<file path="config.mk">
export PLATFORM = sky130hd
export DESIGN_NAME = seq_int_div
export DESIGN_NICKNAME = d
export VERILOG_FILES = /design/src/rtl/seq_int_div.sv
export SDC_FILE = /design/constraint.sdc
export NUM_CORES = 1
export LEC_CHECK = 0
export ABC_AREA = 1
export ABC_CLOCK_PERIOD_IN_PS = 2100
export CAP_MARGIN = 30
export CORE_ASPECT_RATIO = 1.25
export CORE_UTILIZATION = 30
export CTS_BUF_LIST = sky130_fd_sc_hd__clkbuf_16
export CTS_CLUSTER_SIZE = 10
export DETAILED_ROUTE_END_ITERATION = 6
export GPL_TIMING_DRIVEN = 0
export PLACE_DENSITY = 0.53
export SLEW_MARGIN = 0
export SYNTH_ARGS = -nofsm -noshare
export SYNTH_HDL_FRONTEND = slang
export SYNTH_SLANG_ARGS = --single-unit
</file>
<file path="constraint.sdc">
create_clock -name clk -period 2.1 [get_ports clk]
set_clock_uncertainty 0.15 [all_clocks]
set_input_delay 0.42 -clock clk [delete_from_list [all_inputs] [get_ports clk]]
set_output_delay 0.42 -clock clk [all_outputs]
set_load 0.1 [all_outputs]
</file>
<file path="src/rtl/seq_int_div.sv">
// Multi-cycle restoring divider for sign-magnitude operands, one quotient bit per clock, MSB first.
// Optional remainder output is enabled by defining SEQ_DIV_REMAINDER_EN.
module seq_int_div #(
  parameter int unsigned NUM_BITS = 8,
  parameter int unsigned DEN_BITS = 8
) (
  input  logic                clk,
  input  logic                rst_n,
  input  logic                start,
  input  logic [NUM_BITS-1:0] numerator,
  input  logic [DEN_BITS-1:0] denominator,
  input  logic                sign_n,
  input  logic                sign_d,
  output logic                ready,
  output logic                done,
  output logic [NUM_BITS-1:0] quotient,
  output logic [DEN_BITS-1:0] remainder,
  output logic                sign,
  output logic                div_zero
);

  localparam int unsigned CntW = (NUM_BITS > 1) ? $clog2(NUM_BITS) : 1;

  typedef enum logic [1:0] {StIdle, StCalc, StFin} state_e;

  state_e              state_q;
  logic [NUM_BITS-1:0] num_q;
  logic [DEN_BITS-1:0] den_q;
  logic [DEN_BITS-1:0] prem_q;
  logic [NUM_BITS-1:0] quot_acc_q;
  logic [CntW-1:0]     k_q;
  logic                sign_n_q, sign_d_q;
  logic                ready_q, done_q, sign_q, div_zero_q;
  logic [NUM_BITS-1:0] quotient_q;

  logic [DEN_BITS:0]   shifted;
  logic                fits;
  logic [DEN_BITS-1:0] prem_d;
  logic [NUM_BITS-1:0] quot_fin;
  logic                sign_fin;

  // The partial remainder always stays below den, so the low DEN_BITS of the
  // modular subtraction are exact whenever the trial fits.
  always_comb begin
    shifted  = {prem_q, num_q[k_q]};
    fits     = shifted >= {1'b0, den_q};
    prem_d   = fits ? (shifted[DEN_BITS-1:0] - den_q) : shifted[DEN_BITS-1:0];
    quot_fin = (den_q == '0) ? '1 : quot_acc_q;
    sign_fin = (sign_n_q ^ sign_d_q) & (|quot_fin);
  end

  always_ff @(posedge clk or negedge rst_n) begin
    if (!rst_n) begin
      state_q    <= StIdle;
      num_q      <= '0;
      den_q      <= '0;
      prem_q     <= '0;
      quot_acc_q <= '0;
      k_q        <= '0;
      sign_n_q   <= 1'b0;
      sign_d_q   <= 1'b0;
      ready_q    <= 1'b1;
      done_q     <= 1'b0;
      sign_q     <= 1'b0;
      div_zero_q <= 1'b0;
      quotient_q <= '0;
    end else begin
      unique case (state_q)
        StIdle: begin
          done_q <= 1'b0;
          // ready stays low through the done cycle so no start overlaps the result pulse
          if (!ready_q) begin
            ready_q <= 1'b1;
          end else if (start) begin
            num_q      <= numerator;
            den_q      <= denominator;
            sign_n_q   <= sign_n;
            sign_d_q   <= sign_d;
            prem_q     <= '0;
            quot_acc_q <= '0;
            k_q        <= CntW'(NUM_BITS - 1);
            ready_q    <= 1'b0;
            state_q    <= (denominator == '0) ? StFin : StCalc;
          end
        end
        StCalc: begin
          prem_q     <= prem_d;
          quot_acc_q <= {quot_acc_q[NUM_BITS-2:0], fits};
          if (k_q == '0) begin
            state_q <= StFin;
          end else begin
            k_q <= k_q - 1'b1;
          end
        end
        StFin: begin
          done_q     <= 1'b1;
          quotient_q <= quot_fin;
          sign_q     <= sign_fin;
          div_zero_q <= (den_q == '0);
          state_q    <= StIdle;
        end
        default: state_q <= StIdle;
      endcase
    end
  end

`ifdef SEQ_DIV_REMAINDER_EN
  logic [DEN_BITS-1:0] remainder_q;

  always_ff @(posedge clk or negedge rst_n) begin
    if (!rst_n) begin
      remainder_q <= '0;
    end else if (state_q == StFin) begin
      remainder_q <= (den_q == '0) ? DEN_BITS'(num_q) : prem_q;
    end
  end

  assign remainder = remainder_q;
`else
  assign remainder = '0;
`endif

  assign ready    = ready_q;
  assign done     = done_q;
  assign quotient = quotient_q;
  assign sign     = sign_q;
  assign div_zero = div_zero_q;

endmodule

</file>
Word-level counts from Yosys, hierarchy flattened:

Cells that the tools add are included.

* multiplexer cells: 20
* div/mod/pow operators: 0
* bitwise operators: 2
* eq/ne operators: 6
* order comparisons: 2
* reduce and logical (&&, ||, !) cells: 11
* shifts and indexed selects: 0
* add/sub/neg operators: 2
* multipliers: 0

Operator list (number)
* $mux W8: 4
* $pmux W8 S2: 2
* $logic_not A8 Y1: 2
* $ge A9 B8 Y1: 1
* $mux W3: 3
* $reduce_and A3 Y1: 3
* $mux W2: 4
* $ne A2 B2 Y1 const B: 4
* $reduce_or A8 Y1: 1
* $sub A8 B8 Y8: 1
* $pmux W3 S2: 1
* $lt A3 B4 Y1 const B: 1
* $pmux W2 S2: 1
* $reduce_and A4 Y1: 1
* $reduce_bool A2 Y1: 2
* $bmux W1 S3: 1
* $logic_not A3 Y1: 1
* $mux W1: 3
* $sub A3 B1 Y3 const B: 1
* $eq A2 B1 Y1 const B: 1
* $eq A2 B2 Y1 const B: 1
* $logic_not A2 Y1: 1
* $pmux W1 S2: 1
* $and A1 B1 Y1: 1
* $xor A1 B1 Y1: 1

* memories: 0
* register bits: 51
* word-level logic and storage cells: 56
* RAM bits: 0
* bits in read-only memories: 0
* bits in latches: 0

Logic depth before layout (Yosys ltp):

Gate-level depths: netlist of run 1.

* depth in word-level cells: 5
* mapped depth: 17
* gate-level depth less buffers: 17

Worst setup path before layout of run 1:

No wires, ideal clock.

* path kind: reg2reg
* from: register k_q[0]
* to: register prem_q[4]
* path buffers: 0
* stages on the path, launching flop included: 16
* data arrival time: 1.896 ns
* library setup time: 0.117 ns
* slack: -0.064 ns
* cells stage by stage: dfrtp_1 > inv_1 > nand2_1 > nand3_1 > nand3_1 > nand2_1 > ha_1 > inv_1 > fa_1 > nand2_1 > nand3_1 > nand2_1 > xor2_1 > nand2_1 > nand3_1 > nand2_1

* longest elaborated chain between the ends: 5

RTL lines
* start, declared: RTL line 31 `logic [CntW-1:0] k_q;`
* start signal, assigned: RTL line 81 `k_q <= CntW'(NUM_BITS - 1);`
* start signal, assigned: RTL line 92 `k_q <= k_q - 1'b1;`
* $bmux W1 S3 *: RTL line 45 `shifted = {prem_q, num_q[k_q]};`
* $mux W1 (implied by the code) *: RTL line 45
* $sub A8 B8 Y8 / $ge A9 B8 Y1 (equally long branches): RTL line 47, 46
* $mux W8 *: RTL line 47 `prem_d = fits ? (shifted[DEN_BITS-1:0] - den_q) : shifted[DEN_BITS-1:0];`
* $pmux W8 S2 *: RTL line 68 `unique case (state_q)`
* end signal, assigned: RTL line 87 `prem_q <= prem_d;`
* end, declared: RTL line 29 `logic [DEN_BITS-1:0] prem_q;`

Every way passes the cells marked *; elsewhere a longest branch is shown, timed or not. The select of a mux whose other input is x is not followed.
A chain may end at the register's enable or synchronous reset.

Worst setup path in the final report of run 1:

Same ends and word-level chain as after synthesis.

==> flow_summary.ini, run 1 <==
[drt]
drc = 0
num_vias = 2319
viasPerCell = 4.51
wl_mm = 6.20
drtIter0Drc = 76
first_pass_iters = 4
wl_per_cell_um = 12.1
ant_nets = 0

[layout]
fillers = 922
drive_above_1_share = 0.162
multi_input_comb_area_mm2 = 0.00133
nets = 425
fin_cells = 514
area_growth_pct = 29.8
final-seq-area_mm2 = 0.00128
antenna_cells = 0

[synth]
synth-main-ff-cell = dfrtp_1
yosysTopAreaCell = dfrtp_1
ys_warn_count = 0
netlist_area_mm2 = 0.00273
synthArstFlopShare = 1.00
synthDistinctLibCells = 34
synth_area_leaders = dfrtp_1 46%, nand2_1 14%, inv_1 5.4%
ys_seq_elements = 51
synth_seq_area_share = 0.468
synth_common_cells = 99 x nand2_1, 50 x dfrtp_1, 39 x inv_1
synth_top_area_frac = 0.459
synth_edf_count = 0
yosysMostFrequentCell = nand2_1
syn_inst = 339
postSynthAreaPerCell_um2 = 8.05

[sta]
tightestPinTransition_ns = 0.960
fmax_mhz = 453
layout_setup_ws_ns = -0.109
whs_ns = 0.337
final_max_slew_viol_count = 0
rsz0062_at_grt = true
period_minus_slack_ns = 2.21
setup_violations = 3
slew_headroom = 0.363
hold_viol_final = 0
post-route-period-util = 1.05

[critical_path]
cp_common_cell = nand2_1
max_stage_delay_ns = 0.47
crit_type = reg2reg
crit_buf_inv = 1
crit_arrival_ns = 2.24
cp_top_family = simple AND/OR/NAND/NOR gates
cp-end-kind = register
crit_path_start_kind = register
worstPathCellList = nor2_2 > nor2_1 > nand2_1 > nand3_2 > nand2_4 > ha_4 > inv_4 > fa_2 > nand2_2 > nand3_2 > nand2_1 > xor2_1 > nand2_1 > nand3_1 > nand2_1
critPathSlowestCell = dfrtp_2
cp_max_fo = 6
cp.required_ns = 2.13

[placed_design]
place_ws_ns = -0.240
port_buffers = 32
hpwl_mm = 4.56
post-place-cells = 499
gp_congestion = 0.797

[run]
cap_violations = 0

[floorplanning]
core.rowCount = 38
core_region_area_mm2 = 0.00875
die-area_mm2 = 0.00948
die_height_um = 109
initial_utilization = 0.312
die_x_um = 87.3
num_io_pins = 41

[cts]
clkLatencyLatePin_ns = 0.29
cts_htree_levels = 2
cts.sinks = 51
numCtsBuffers = 5
clockRootBuffer = clkbuf_16
cts_tree = yes
clock_path_buffers = 2
path_clk_slew_ns = 0.06

[grt]
antenna_found_initial = 0
grt_pass1_wl_mm = 10.4
grt_pass1_vias = 2250
grt_max_degree = 36
grt_usage = 0.140
gr-total-overflow = 0

[outcome]
status = complete, but fails checks
failed_checks = negative setup slack

[worst_hold_path]
hold_class = reg2reg
-- metrics by stage --
step	utilization	setup TNS, ns	instance area, um2
2_1_floorplan	-	0	2760
3_3_place_gp	0.369	-55.39	3230
3_5_place_dp	0.371	-1.14	3240
4_1_cts	0.396	-0.200	3460
5_1_grt	0.405	-1.25	3540
6_report	0.405	-0.189	3540
-- cell type report --
type / count / area share
Buffer: 12 / 0.0233
Clock buffer: 5 / 0.0353
Clock inverter: 3 / 0.00424
Inverter: 47 / 0.0527
Multi-Input combinational cell: 238 / 0.375
Sequential cell: 51 / 0.361
Tap cell: 120 / 0.0424
Timing Repair Buffer: 38 / 0.106
-- sequential cells by signal (all words and copies together), names as in the netlist --
signal,flops
den_q,8
num_q,8
prem_q,8
quot_acc_q,8
quotient,8
k_q,3
state_q,2
div_zero,1
done,1
ready,1
sign,1
sign_d_q,1
sign_n_q,1
-- cells in the final DEF (no fill, tap or decap), drive strengths merged --
cell type / synthesis / layout
nor3: 4 / 4
nand4: 2 / 2
clkinvlp: 0 / 1
o21ai: 19 / 19
xnor2: 1 / 1
dlygate4sd2: 0 / 4
clkinv: 0 / 2
dfstp: 1 / 1
nand2: 103 / 105
nand3: 26 / 26
xor2: 2 / 2
clkdlybuf4s50: 0 / 19
ha: 10 / 10
nor2: 21 / 21
inv: 47 / 47
fa: 1 / 1
nor3b: 1 / 1
nor4: 1 / 1
or2: 1 / 1
nand3b: 7 / 7
clkdlybuf4s15: 0 / 8
o22ai: 7 / 7
conb: 1 / 8
a21oi: 22 / 22
dlygate4sd3: 0 / 1
dfrtp: 50 / 50
buf: 12 / 18
clkbuf: 0 / 5
-- what timing repair did --
item | 4_1_cts | 5_1_grt
buffers inserted | 4 | 0
resized for setup | 30 | 16
gates cloned | 0 | 2
hold endpoints to repair | 15 | 0
hold buffers | 1 | 0
setup endpoints to repair | 21 | 15
pin swaps | 9 | 10
-- logic make-up after synthesis --
| group | share of synthesized area |
|---|---|
| buffers and inverters | 0.0959 |
| and+or+nand+nor | 0.275 |
| DFF | 0.468 |
| xor gates and xnor gates | 0.00963 |
| adders and majority gates | 0.0532 |
| AOI/OAI and AO/OA | 0.0968 |
| other | 0.00137 |
-- metal layers --
metal | up-vias | track usage | routed length (um)
li1 | 1176 | - | -
met1 | 1094 | 0.173 | 2760
met2 | 39 | 0.249 | 3190
met3 | 10 | 0.0191 | 145
met4 | 0 | 0.0480 | 102
met5 | - | 0 | 0
-- worst register-to-register path, cell delays in order, from the launching register on --
cell,delay [ns]
dfrtp_2,0.47
nor2_2,0.12
nor2_1,0.04
nand2_1,0.07
nand3_2,0.08
nand2_4,0.09
ha_4,0.13
inv_4,0.03
fa_2,0.36
nand2_2,0.08
nand3_2,0.07
nand2_1,0.09
xor2_1,0.15
nand2_1,0.06
nand3_1,0.06
nand2_1,0.05
-- final timing paths --
| check | endpoint | startpoint | depth (start not counted) | slack (ns) |
|---|---|---|---|---|
| max | prem_q[4] | k_q[0] | 15 | -0.11 |
| max reg2reg | prem_q[4] | k_q[0] | 15 | -0.11 |
| max in group asynchronous | k_q[0] | rst_n | 3 | 0.82 |
| min | sign | sign | 2 | 0.34 |
| min reg2reg | sign | sign | 2 | 0.34 |
| min in group asynchronous | quotient[4] | rst_n | 2 | 0.45 |
Power of run 1 is not shown: default switching activity piles up to over one toggle a cycle in this logic, so the estimate is an artifact.
==> inputs of run 2 (changes only) <==
--- a/config.mk
+++ b/config.mk
@@ -15,6 +15,7 @@
 export DETAILED_ROUTE_END_ITERATION = 6
 export GPL_TIMING_DRIVEN = 0
 export PLACE_DENSITY = 0.53
+export SETUP_SLACK_MARGIN = 0.02
 export SLEW_MARGIN = 0
 export SYNTH_ARGS = -nofsm -noshare
 export SYNTH_HDL_FRONTEND = slang
==> flow_summary.ini, run 2 (synthesis gave the netlist of run 1 again) <==
[sta]
slew_headroom = 0.366
tightestPinTransition_ns = 0.955
fmax_mhz = 451
post-route-period-util = 1.06
hold_viol_final = 0
final_max_slew_viol_count = 0
period_minus_slack_ns = 2.22
setup_violations = 3
rsz0062_at_grt = true
layout_setup_ws_ns = -0.117
fin_setup_tns_ns = -0.197

[floorplanning]
die_height_um = 109
core_region_area_mm2 = 0.00875
num_io_pins = 41
core.rowCount = 38
die_x_um = 87.3
die-area_mm2 = 0.00948
initial_utilization = 0.312

[drt]
drtIter0Drc = 73
num_vias = 2327
wl_mm = 6.20
first_pass_iters = 4
drc = 0
viasPerCell = 4.53
wl_per_cell_um = 12.1
ant_nets = 0

[worst_hold_path]
hold_class = reg2reg

[critical_path]
crit_path_start_kind = register
crit_type = reg2reg
cp-end-kind = register
cp_common_cell = nand2_1
cp_max_fo = 6
cp.required_ns = 2.13
crit_arrival_ns = 2.24
worstPathCellList = inv_4 > nand2_1 > nand3_1 > nand3_2 > nand2_4 > ha_4 > inv_4 > fa_2 > nand2_2 > nand3_2 > nand2_1 > xor2_1 > nand2_1 > nand3_1 > nand2_1
critPathSlowestCell = dfrtp_2
max_stage_delay_ns = 0.46

[layout]
drive_above_1_share = 0.162
final_cell_area_mm2 = 0.00355
nets = 425
area_growth_pct = 30.0
final_cell_mix = 95 x nand2_1, 49 x dfrtp_1, 36 x inv_1
fillers = 923
final_common_cell = nand2_1
antenna_cells = 0
fin_cells = 514

[cts]
clock_path_buffers = 2
numCtsBuffers = 5
cts_htree_levels = 2
cts.sinks = 51
clkLatencyLatePin_ns = 0.28
path_clk_slew_ns = 0.06
cts_tree = yes
clockRootBuffer = clkbuf_16

[outcome]
status = complete, but fails checks
failed_checks = negative setup slack

[grt]
grt_pass1_vias = 2263
antenna_found_initial = 0
gr-total-overflow = 0
grt_usage = 0.141
grt_max_degree = 36
grt_pass1_wl_mm = 10.4

[placed_design]
port_buffers = 32
gp_congestion = 0.797
hpwl_mm = 4.56
place_ws_ns = -0.240
post-place-cells = 499
placed_cell_area_mm2 = 0.00324

[run]
cap_violations = 0
run 2: stage by stage:
step / utilization / hold WS (ns)
after CTS: 0.397 / 0.327
after floorplan: - / -0.0256
after detailed placement: 0.371 / 0.229
after global placement: 0.369 / 0.317
final: 0.405 / 0.342
after global routing: 0.405 / 0.361
run 2: cell type report:
class	instances	area [um2]	share of cell area
Buffer	12	82.6	0.0233
Tap cell	120	150	0.0423
Timing Repair Buffer	38	382	0.108
Clock buffer	5	125	0.0353
Sequential cell	51	1280	0.360
Inverter	47	186	0.0526
Clock inverter	3	15.0	0.00423
Multi-Input combinational cell	238	1330	0.374
run 2: final timing paths:
path                         from  slack (ns)  cells past startpoint           to
max                        k_q[0]       -0.12                     15    prem_q[4]
max in group asynchronous   rst_n        0.82                      3       k_q[0]
min                          sign        0.34                      2         sign
max reg2reg                k_q[0]       -0.12                     15    prem_q[4]
min in group asynchronous   rst_n        0.45                      2  quotient[4]
min reg2reg                  sign        0.34                      2         sign
run 2: metal layers:
metal | track usage | share of wire
met3 | 0.0191 | 0.027
met5 | 0 | 0
met4 | 0.0527 | 0.021
met2 | 0.248 | 0.51
met1 | 0.173 | 0.44
run 2: worst max-delay path, delay by kind of cell (launching register included):
kind / cells / cell delay (ns)
DFF: 1 / 0.46
xor gates and xnor gates: 1 / 0.15
and+or+nand+nor: 10 / 0.73
buffers and inverters: 2 / 0.12
adders and majority gates: 2 / 0.48
run 2: repair_timing:
action                                  in CTS  in global routing
pin swaps                                   11                  9
setup buffers                                4                  0
endpoints found under the setup margin      21                 18
cloned                                       1                  1
resized for setup                           33                 18
hold buffers                                 1                  0
endpoints found under the hold margin       15                  0
Power of run 2 is left out for the same reason.
==> inputs of run 3 (changes only) <==
--- a/config.mk
+++ b/config.mk
@@ -5,16 +5,15 @@
 export SDC_FILE = /design/constraint.sdc
 export NUM_CORES = 1
 export LEC_CHECK = 0
-export ABC_AREA = 1
 export ABC_CLOCK_PERIOD_IN_PS = 2100
-export CAP_MARGIN = 30
+export CAP_MARGIN = 0
 export CORE_ASPECT_RATIO = 1.25
 export CORE_UTILIZATION = 30
 export CTS_BUF_LIST = sky130_fd_sc_hd__clkbuf_16
 export CTS_CLUSTER_SIZE = 10
 export DETAILED_ROUTE_END_ITERATION = 6
 export GPL_TIMING_DRIVEN = 0
-export PLACE_DENSITY = 0.53
+export PLACE_DENSITY = 0.54
 export SETUP_SLACK_MARGIN = 0.02
 export SLEW_MARGIN = 0
 export SYNTH_ARGS = -nofsm -noshare
==> flow_summary.ini, run 3 <==
[floorplanning]
die-area_mm2 = 0.00899
core_region_area_mm2 = 0.00829
num_io_pins = 41
die_height_um = 106
die_x_um = 85.0
core.rowCount = 37
initial_utilization = 0.312

[sta]
setup_violations = 9
tightestPinTransition_ns = 0.949
final_max_slew_viol_count = 0
hold_viol_final = 0
fmax_mhz = 369
slew_headroom = 0.370
layout_setup_ws_ns = -0.609
whs_ns = 0.320
fin_setup_tns_ns = -4.38
rsz0062_at_grt = true
post-route-period-util = 1.29
period_minus_slack_ns = 2.71

[layout]
final-seq-area_mm2 = 0.00128
fillers = 827
final_common_cell = dfrtp_1
antenna_cells = 0
nets = 324
multi_input_comb_area_mm2 = 0.00122
drive_above_1_share = 0.242
area_growth_pct = 31.3
final_cell_mix = 49 x dfrtp_1, 19 x clkdlybuf4s50_1, 18 x nand2_1

[synth]
postSynthAreaPerCell_um2 = 11.1
synthArstFlopShare = 1.00
synthDistinctLibCells = 49
synth_common_cells = 50 x dfrtp_1, 19 x nand2_1, 14 x o21ai_0
synth_top_area_frac = 0.484
ys_seq_elements = 51
yosysTopAreaCell = dfrtp_1
syn_inst = 232
synth_area_leaders = dfrtp_1 48%, mux2_2 5.2%, ha_1 4.8%
ys_warn_count = 0
netlist_area_mm2 = 0.00258
yosysMostFrequentCell = dfrtp_1
synth-main-ff-cell = dfrtp_1
synth_seq_area_share = 0.495
synth_edf_count = 0

[critical_path]
cp_max_fo = 3
crit_type = reg2reg
critPathSlowestCell = mux4_2
crit_arrival_ns = 2.76
cp-end-kind = register
startpoint = k_q[0]
reg2regPathDepth = 10
max_stage_delay_ns = 0.53
worstPathCellList = mux4_2 > mux2i_4 > ha_4 > inv_2 > fa_2 > a211oi_2 > o21bai_1 > a21oi_1 > xor2_1 > o31ai_1
reg2reg_from = k_q[0]
cp.required_ns = 2.15
crit_path_start_kind = register

[drt]
first_pass_iters = 4
wl_mm = 5.71
num_vias = 1932
ant_nets = 0
wl_per_cell_um = 14.6
drtIter0Drc = 104
drc = 0
viasPerCell = 4.95

[run]
cap_violations = 0

[placed_design]
place_ws_ns = -0.784
port_buffers = 32
gp_congestion = 0.737
hpwl_mm = 4.10

[outcome]
failed_checks = negative setup slack
status = complete, but fails checks

[grt]
grt_usage = 0.139
gr-total-overflow = 0
grt_pass1_vias = 1973
grt_max_degree = 41
antenna_found_initial = 0
grt_pass1_wl_mm = 9.82

[worst_hold_path]
min_path_cells = 1
hold_path.startpoint = done
hold_class = reg2reg

[cts]
cts_htree_levels = 2
cts_tree = yes
cts.sinks = 51
clkLatencyLatePin_ns = 0.29
clockRootBuffer = clkbuf_16
clock_path_buffers = 2
numCtsBuffers = 5
path_clk_slew_ns = 0.07
-- run 3: cell families (layout without fill, tap and decap cells) --
kind of cell / count (synthesis) / after routing / share of synthesized area
compound gates: 60 / 60 / 0.170
flops: 51 / 51 / 0.495
fa+ha+maj: 11 / 11 / 0.0562
mux: 18 / 18 / 0.0930
buf+inv: 30 / 84 / 0.0601
simple gates: 56 / 56 / 0.108
other cells: 1 / 8 / 0.00145
xor+xnor: 5 / 5 / 0.0170
-- run 3: per-stage QoR --
stage,cells,area [um2],util
CTS,388,3350,0.405
floorplan,239,2630,-
finish,390,3390,0.409
global route,390,3390,0.409
global placement,368,3080,0.371
detailed placement,369,3090,0.373
-- run 3: worst paths after layout --
check / end / slack (ns)
hold / removal: done / 0.32
max in group asynchronous: k_q[0] / 0.87
hold reg to reg: done / 0.32
min in group asynchronous: num_q[4] / 0.41
setup reg to reg: prem_q[6] / -0.61
setup / recovery: prem_q[6] / -0.61
-- run 3: layer usage --
metal,wire [um],share of wire,GRT usage,vias up
met3,127,0.022,0.0211,7
met4,70,0.012,0.0448,0
met2,2820,0.49,0.236,29
met1,2690,0.47,0.181,953
met5,0,0,0,-
li1,-,-,-,943
-- run 3: repair_timing --
item / 4_1_cts / 5_1_grt
setup buffers: 10 / 2
gates resized for setup: 23 / 14
hold endpoints to repair: 10 / 0
hold buffers: 1 / 0
pin swaps: 10 / 3
setup endpoints to repair: 21 / 27
-- run 3: cell type report --
cell class / count / share of cell area
flip-flops and latches: 51 / 0.378
plain buffers: 18 / 0.0325
clock buffers: 5 / 0.0369
repair buffers: 46 / 0.131
clock inverters: 3 / 0.0114
multi-input cells: 158 / 0.361
well taps: 97 / 0.0358
inverters: 12 / 0.0133
-- run 3: worst max-delay path: cells and delay by family, from the launching register on --
family          cells  cell delay, ns
xor+xnor            1            0.09
mux                 2            0.74
compound gates      4            0.68
fa+ha+maj           2            0.52
flops               1            0.40
buf+inv             1            0.03
Power of run 3 is left out for the same reason.
